===== src/rtl/video_timing_pkg.sv =====
// Shared timing types and power-on defaults (640x480 @ 60 Hz) for the raster generator.
package video_timing_pkg;

  typedef enum logic {
    POL_LOW  = 1'b0,
    POL_HIGH = 1'b1
  } pol_e;

  // Field widths are the widest supported axis; each axis takes its low bits.
  typedef struct packed {
    logic [15:0] act;
    logic [15:0] fp;
    logic [15:0] sw;
    logic [15:0] bp;
  } timing_t;

  localparam timing_t H_DEFAULT = '{act: 16'd640, fp: 16'd16, sw: 16'd96, bp: 16'd48};
  localparam timing_t V_DEFAULT = '{act: 16'd480, fp: 16'd10, sw: 16'd2,  bp: 16'd33};
  localparam pol_e    HPOL_DEFAULT = POL_LOW;
  localparam pol_e    VPOL_DEFAULT = POL_LOW;

endpackage


===== src/rtl/timing_axis.sv =====
// One raster axis: shadow/active timing fields, wrapping position counter and region decode.
module timing_axis
  import video_timing_pkg::*;
#(
  parameter int      W   = 11,
  parameter timing_t DEF = H_DEFAULT
) (
  input  logic         clk,
  input  logic         rst,
  input  logic         i_wr,
  input  logic [W-1:0] i_act,
  input  logic [W-1:0] i_fp,
  input  logic [W-1:0] i_sw,
  input  logic [W-1:0] i_bp,
  input  logic         i_apply,
  input  logic         i_hold,
  input  logic         i_step,
  output logic [W-1:0] o_pos,
  output logic         o_end,
  output logic         o_act,
  output logic         o_sync
);

  localparam int TW = W + 2;
  localparam logic [3:0][W-1:0] DEF_FIELDS =
    {DEF.bp[W-1:0], DEF.sw[W-1:0], DEF.fp[W-1:0], DEF.act[W-1:0]};

  // Field order in the packed vectors: [0] act, [1] fp, [2] sw, [3] bp.
  logic [3:0][W-1:0] cur_q, cur_d, shd_q, shd_d;
  logic [W-1:0]      pos_q, pos_d;
  logic [TW-1:0]     pos_x, sync_lo, sync_hi, tot;

  always_comb begin
    pos_x   = {2'b00, pos_q};
    sync_lo = {2'b00, cur_q[0]} + {2'b00, cur_q[1]};
    sync_hi = sync_lo + {2'b00, cur_q[2]};
    tot     = sync_hi + {2'b00, cur_q[3]};
  end

  assign o_pos  = pos_q;
  assign o_end  = (pos_x == tot - TW'(1));
  assign o_act  = (pos_x < {2'b00, cur_q[0]});
  assign o_sync = (pos_x >= sync_lo) && (pos_x < sync_hi);

  always_comb begin
    cur_d = cur_q;
    shd_d = shd_q;
    pos_d = pos_q;
    if (i_wr)    shd_d = {i_bp, i_sw, i_fp, i_act};
    // Apply reads the shadow before this cycle's write lands in it.
    if (i_apply) cur_d = shd_q;
    if (i_hold || i_apply) pos_d = '0;
    else if (i_step)       pos_d = o_end ? '0 : pos_q + W'(1);
  end

  always_ff @(posedge clk or posedge rst) begin
    if (rst) begin
      cur_q <= DEF_FIELDS;
      shd_q <= DEF_FIELDS;
      pos_q <= '0;
    end else begin
      cur_q <= cur_d;
      shd_q <= shd_d;
      pos_q <= pos_d;
    end
  end

endmodule


===== src/rtl/video_timing_gen.sv =====
// Free-running DE/HSync/VSync raster generator with shadowed timing applied at frame boundaries.
module video_timing_gen
  import video_timing_pkg::*;
#(
  parameter int p_hcnt = 11,
  parameter int p_vcnt = 11
) (
  input  logic              i_clk,
  input  logic              i_res,
  input  logic              i_en,
  input  logic              i_cfg_wr,
  input  logic [p_hcnt-1:0] i_cfg_hact,
  input  logic [p_hcnt-1:0] i_cfg_hfp,
  input  logic [p_hcnt-1:0] i_cfg_hsw,
  input  logic [p_hcnt-1:0] i_cfg_hbp,
  input  logic [p_vcnt-1:0] i_cfg_vact,
  input  logic [p_vcnt-1:0] i_cfg_vfp,
  input  logic [p_vcnt-1:0] i_cfg_vsw,
  input  logic [p_vcnt-1:0] i_cfg_vbp,
  input  logic              i_cfg_hpol,
  input  logic              i_cfg_vpol,
  output logic              o1_de,
  output logic              o1_hs,
  output logic              o1_vs,
  output logic              o1_fs,
  output logic              o_cfg_pend,
  output logic              o1_cfg_err
);

  logic              cfg_ok, wr_ok, apply;
  logic [p_hcnt-1:0] h_pos;
  logic [p_vcnt-1:0] v_pos;
  logic              h_end, h_act, h_sync, v_end, v_act, v_sync;
  logic              pend_q, pend_d;
  pol_e              hpol_q, hpol_d, hpol_shd_q, hpol_shd_d;
  pol_e              vpol_q, vpol_d, vpol_shd_q, vpol_shd_d;
  logic              de_q, de_d, hs_q, hs_d, vs_q, vs_d, fs_q, fs_d, err_q, err_d;

  assign cfg_ok = (|i_cfg_hact) && (|i_cfg_hfp) && (|i_cfg_hsw) && (|i_cfg_hbp) &&
                  (|i_cfg_vact) && (|i_cfg_vfp) && (|i_cfg_vsw) && (|i_cfg_vbp);
  assign wr_ok  = i_cfg_wr && cfg_ok;
  // While disabled the raster sits at origin, so a pending config can switch in at once.
  assign apply  = pend_q && (!i_en || (h_end && v_end));

  timing_axis #(.W(p_hcnt), .DEF(H_DEFAULT)) u_h_axis (
    .clk(i_clk), .rst(i_res), .i_wr(wr_ok),
    .i_act(i_cfg_hact), .i_fp(i_cfg_hfp), .i_sw(i_cfg_hsw), .i_bp(i_cfg_hbp),
    .i_apply(apply), .i_hold(!i_en), .i_step(i_en),
    .o_pos(h_pos), .o_end(h_end), .o_act(h_act), .o_sync(h_sync)
  );

  timing_axis #(.W(p_vcnt), .DEF(V_DEFAULT)) u_v_axis (
    .clk(i_clk), .rst(i_res), .i_wr(wr_ok),
    .i_act(i_cfg_vact), .i_fp(i_cfg_vfp), .i_sw(i_cfg_vsw), .i_bp(i_cfg_vbp),
    .i_apply(apply), .i_hold(!i_en), .i_step(i_en && h_end),
    .o_pos(v_pos), .o_end(v_end), .o_act(v_act), .o_sync(v_sync)
  );

  always_comb begin
    pend_d     = pend_q;
    hpol_shd_d = hpol_shd_q;
    vpol_shd_d = vpol_shd_q;
    hpol_d     = hpol_q;
    vpol_d     = vpol_q;
    if (wr_ok) begin
      pend_d     = 1'b1;
      hpol_shd_d = pol_e'(i_cfg_hpol);
      vpol_shd_d = pol_e'(i_cfg_vpol);
    end else if (apply) begin
      pend_d = 1'b0;
    end
    if (apply) begin
      hpol_d = hpol_shd_q;
      vpol_d = vpol_shd_q;
    end
    de_d  = i_en && h_act && v_act;
    hs_d  = (i_en && h_sync) ? (hpol_q == POL_HIGH) : (hpol_q == POL_LOW);
    vs_d  = (i_en && v_sync) ? (vpol_q == POL_HIGH) : (vpol_q == POL_LOW);
    fs_d  = i_en && (h_pos == '0) && (v_pos == '0);
    err_d = i_cfg_wr && !cfg_ok;
  end

  always_ff @(posedge i_clk or posedge i_res) begin
    if (i_res) begin
      pend_q     <= 1'b0;
      hpol_q     <= HPOL_DEFAULT;
      vpol_q     <= VPOL_DEFAULT;
      hpol_shd_q <= HPOL_DEFAULT;
      vpol_shd_q <= VPOL_DEFAULT;
      de_q       <= 1'b0;
      hs_q       <= (HPOL_DEFAULT == POL_LOW);
      vs_q       <= (VPOL_DEFAULT == POL_LOW);
      fs_q       <= 1'b0;
      err_q      <= 1'b0;
    end else begin
      pend_q     <= pend_d;
      hpol_q     <= hpol_d;
      vpol_q     <= vpol_d;
      hpol_shd_q <= hpol_shd_d;
      vpol_shd_q <= vpol_shd_d;
      de_q       <= de_d;
      hs_q       <= hs_d;
      vs_q       <= vs_d;
      fs_q       <= fs_d;
      err_q      <= err_d;
    end
  end

  assign o1_de      = de_q;
  assign o1_hs      = hs_q;
  assign o1_vs      = vs_q;
  assign o1_fs      = fs_q;
  assign o_cfg_pend = pend_q;
  assign o1_cfg_err = err_q;

endmodule


===== config.mk =====
export PLATFORM = sky130hd
export DESIGN_NAME = video_timing_gen
export DESIGN_NICKNAME = d
export VERILOG_FILES = /design/src/rtl/video_timing_pkg.sv /design/src/rtl/timing_axis.sv /design/src/rtl/video_timing_gen.sv
export SDC_FILE = /design/constraint.sdc
export NUM_CORES = 1
export LEC_CHECK = 0
export CORE_AREA = 2 2 162 164
export DETAILED_ROUTE_END_ITERATION = 16
export DIE_AREA = 0 0 164 166
export PLACE_DENSITY = 0.82
export SLEW_MARGIN = 20
export SYNTH_ARGS = -nofsm -noshare
export SYNTH_HDL_FRONTEND = slang
export SYNTH_SLANG_ARGS = --single-unit

===== constraint.sdc =====
create_clock -name i_clk -period 6.95 [get_ports i_clk]
set_input_delay 1.39 -clock i_clk [delete_from_list [all_inputs] [get_ports i_clk]]
set_output_delay 1.39 -clock i_clk [all_outputs]
set_load 0.005 [all_outputs]

==> reports/summary.txt <==
Outcome = finished, final reports clean
Worst slew pin tran = 1.15 ns
Die ar. = 27200 sq um
Final Hold Vio Count = 0
Post-placement cell count = 1612
Post-synthesis cell area = 13600 sq um
Via Count = 9452
I/O pin total = 100
Commonest non-fill, non-tap cells in the layout = 174 x dfrtp_1, 143 x ha_1, 115 x inv_1
Initial core utilization = 53.0%
Layout cells sized above 1 = 22.8%
Fin crit period = 6.71 ns
DRC viols = 0
Synth warnings = 0
Worst setup slack after layout = 0.243 ns
Worst reg2reg path endpoint = u_v_axis.cur_q[11]$_DFFE_PP0P_
Syn Inst Count = 1199
WHS Endpoint = o1_hs$_DFF_PP1_
Crit path max fanout = 45
Post-Syn Area per Cell = 11.3 sq um
WHS Path Cells = 1
Largest net degree at the start of global routing = 91
Max clock buf depth = 3
DPL Wire Length = 21800 um
Most common cell after layout, fill and taps aside = dfrtp_1
Die Span Y = 166 um
Net count, final = 1554
Max-cap violations = 0
Hold Path Origin = hpol_q$_DFFE_PP0P_
Global-route wire length before repair = 49600 um
Clk_lat worst skew = 0.53 ns
Syn-to-layout area delta = 16.5%
Worst R2R Path Depth = 28
Top FF cell, synth = dfrtp_1
Average wire per standard cell = 18.4 um
Sequential area share after synthesis = 38.6%
Gpl congestion = 0.909
Hold_ws = 0.454 ns
Gr ovfl total = 0
All-Layer GR Usage = 22.3%
Asr flop ratio synth = 100%
Die width = 164 um
Initial antenna violation count = 0
Synth cell types = 67
Area after DPL = 14900 sq um
Final wirelength = 30500 um
Post-synth EDFFs = 0
Worst Skew = 0.0192 ns
Relative slew slack = 22.3%
Syn Nets = 1445
FP Rows = 59
Worst reg2reg path startpoint = u_v_axis.cur_q[0]$_DFFE_PP0P_
Worst slack, placed = 0.110 ns
Root Driver = clkbuf_16
Worst endpoint required time = 7.36 ns
Slew Limit Fails = 0
Diode count = 0
R2r setup slk = 0.24 ns
FMAX = 149 MHz
Final instance area = 15800 sq um
CP Class = flip-flop to flip-flop
Average vias per placed instance = 5.69
DR pass1 iterations = 5
Crit. End Element = flip-flop
H-tree levels = 1
Core ar. = 25600 sq um
Endpoints failing setup = 0
CTS buffer count = 23
Detailed router's first-iteration violation count = 588
Crit path launch type = flip-flop
Worst path slowest cell = dfrtp_1
Worst path max stage delay = 0.42 ns
Yosys reg bits = 208
Quantity of I/O buffers inserted on ports = 99
Final period util = 96.5%
Antenna viol nets, final = 0
Layout Cells excl Fill = 1660
Vias in the first global route = 9741
CTS sink count = 208
Arrival @ worst endpoint = 7.11 ns
CTS tree = built
HP Class = flip-flop to flip-flop
Worst-path clk slew = 0.06 ns
-- synthesized netlist by cell type, drive strengths merged (2+ instances only) --
master	n	area, sq um
clkbuf	20	75.1
inv	116	435
nor3b	2	15.0
and3	10	62.6
buf	10	106
and2	6	37.5
o21bai	11	82.6
a31o	2	17.5
a221oi	2	17.5
a211oi	8	60.1
a211o	5	43.8
nor4	25	156
dfrtp	174	4350
o31a	2	17.5
nand2b	18	113
a31oi	13	81.3
nand3	19	95.1
dfstp	34	893
or3	7	43.8
o211ai	9	67.6
xor2	45	394
nor2	34	130
nand2	30	115
o2111ai	6	52.6
or2	11	68.8
maj3	2	20.0
nand3b	4	30.0
xnor2	47	412
a21o	31	233
o22ai	3	18.8
or3b	3	26.3
a2111oi	9	104
nor3	11	55.1
mux2	181	2380
o21ai	32	160
or4b	2	20.0
nor2b	6	37.5
o21a	8	60.1
fa	6	120
nand4	18	113
o311ai	2	17.5
and4	4	35.0
a21oi	50	250
ha	146	1830
o211a	2	20.0
-- kinds of logic after synthesis --
| logic type | after synthesis | share of synthesized area, % |
|---|---|---|
| flip-flops | 208 | 38.6 |
| multiplexers | 182 | 17.6 |
| XOR/XNOR | 92 | 5.93 |
| AND/OR/NAND/NOR | 214 | 8.75 |
| AO/OA/AOI/OAI | 203 | 10.1 |
| buffers and inverters | 146 | 4.54 |
| adder cells (fa/ha/maj) | 154 | 14.5 |
-- layout make-up --
type | count | area (sq um)
Timing Repair Buffer | 114 | 1150
Sequential cell | 208 | 5250
Multi-Input combinational cell | 845 | 7790
Inverter | 116 | 439
Tap cell | 335 | 419
Clock buffer | 32 | 689
Fill cell | 1954 | 9790
Clock inverter | 10 | 87.6
-- worst max-delay path, delay by kind of cell (launching register included) --
kind / cells / cell delay, ns
AOI/OAI and AO/OA: 11 / 2.19
xor gates and xnor gates: 3 / 0.65
adders and majority gates: 5 / 1.58
buffers and inverters: 3 / 0.47
DFF: 1 / 0.42
muxes: 1 / 0.36
and+or+nand+nor: 5 / 0.85
-- timing repair --
action                                  in CTS  in global routing
endpoints found under the setup margin       0                 90
hold buffers                                 0                  0
gates resized for setup                      0                 15
setup buffers                                0                  4
-- metal layers --
| layer | vias to the layer above | GRT usage, % | share of wire (%) |
|---|---|---|---|
| met1 | 4623 | 31.7 | 47 |
| li1 | 4527 | - | - |
| met3 | 44 | 2.85 | 5.3 |
| met2 | 258 | 36.2 | 46 |
| met4 | 0 | 5.26 | 2.3 |
| met5 | - | 0 | 0 |
-- registers in the layout (all words and copies together), names as in the netlist, 11 cells and up --
register,cells
u_h_axis.o_pos,11
u_v_axis.shd_q,44
u_v_axis.cur_q,44
u_v_axis.o_pos,11
u_h_axis.cur_q,44
u_h_axis.shd_q,44
-- per-stage QoR --
step | util, % | TNS, ns
after floorplan | - | 0
after global placement | 58.2 | 0
after detailed placement | 58.2 | 0
after CTS | 61.3 | 0
after global routing | 61.8 | -1.82
final | 61.8 | 0
-- worst max-delay path by stage --
stage | start | end | slack, ns | cells past startpoint
after floorplan | u_v_axis.cur_q[0]$_DFFE_PP0P_ | hpol_q$_DFFE_PP0P_ | 0.90 | 25
after global placement | u_v_axis.cur_q[0]$_DFFE_PP0P_ | hpol_q$_DFFE_PP0P_ | 0.33 | 26
after detailed placement | u_v_axis.cur_q[0]$_DFFE_PP0P_ | u_h_axis.cur_q[17]$_DFFE_PP0P_ | 0.11 | 26
after CTS | u_v_axis.cur_q[0]$_DFFE_PP0P_ | u_h_axis.cur_q[18]$_DFFE_PP0P_ | 0.05 | 26
after global routing | u_v_axis.cur_q[0]$_DFFE_PP0P_ | u_v_axis.cur_q[11]$_DFFE_PP0P_ | -0.05 | 28
final | u_v_axis.cur_q[0]$_DFFE_PP0P_ | u_v_axis.cur_q[11]$_DFFE_PP0P_ | 0.24 | 28
Power is left out: the tool's default activity adds up to more than one toggle a clock period on the data nets, which glitch-free logic cannot reach.
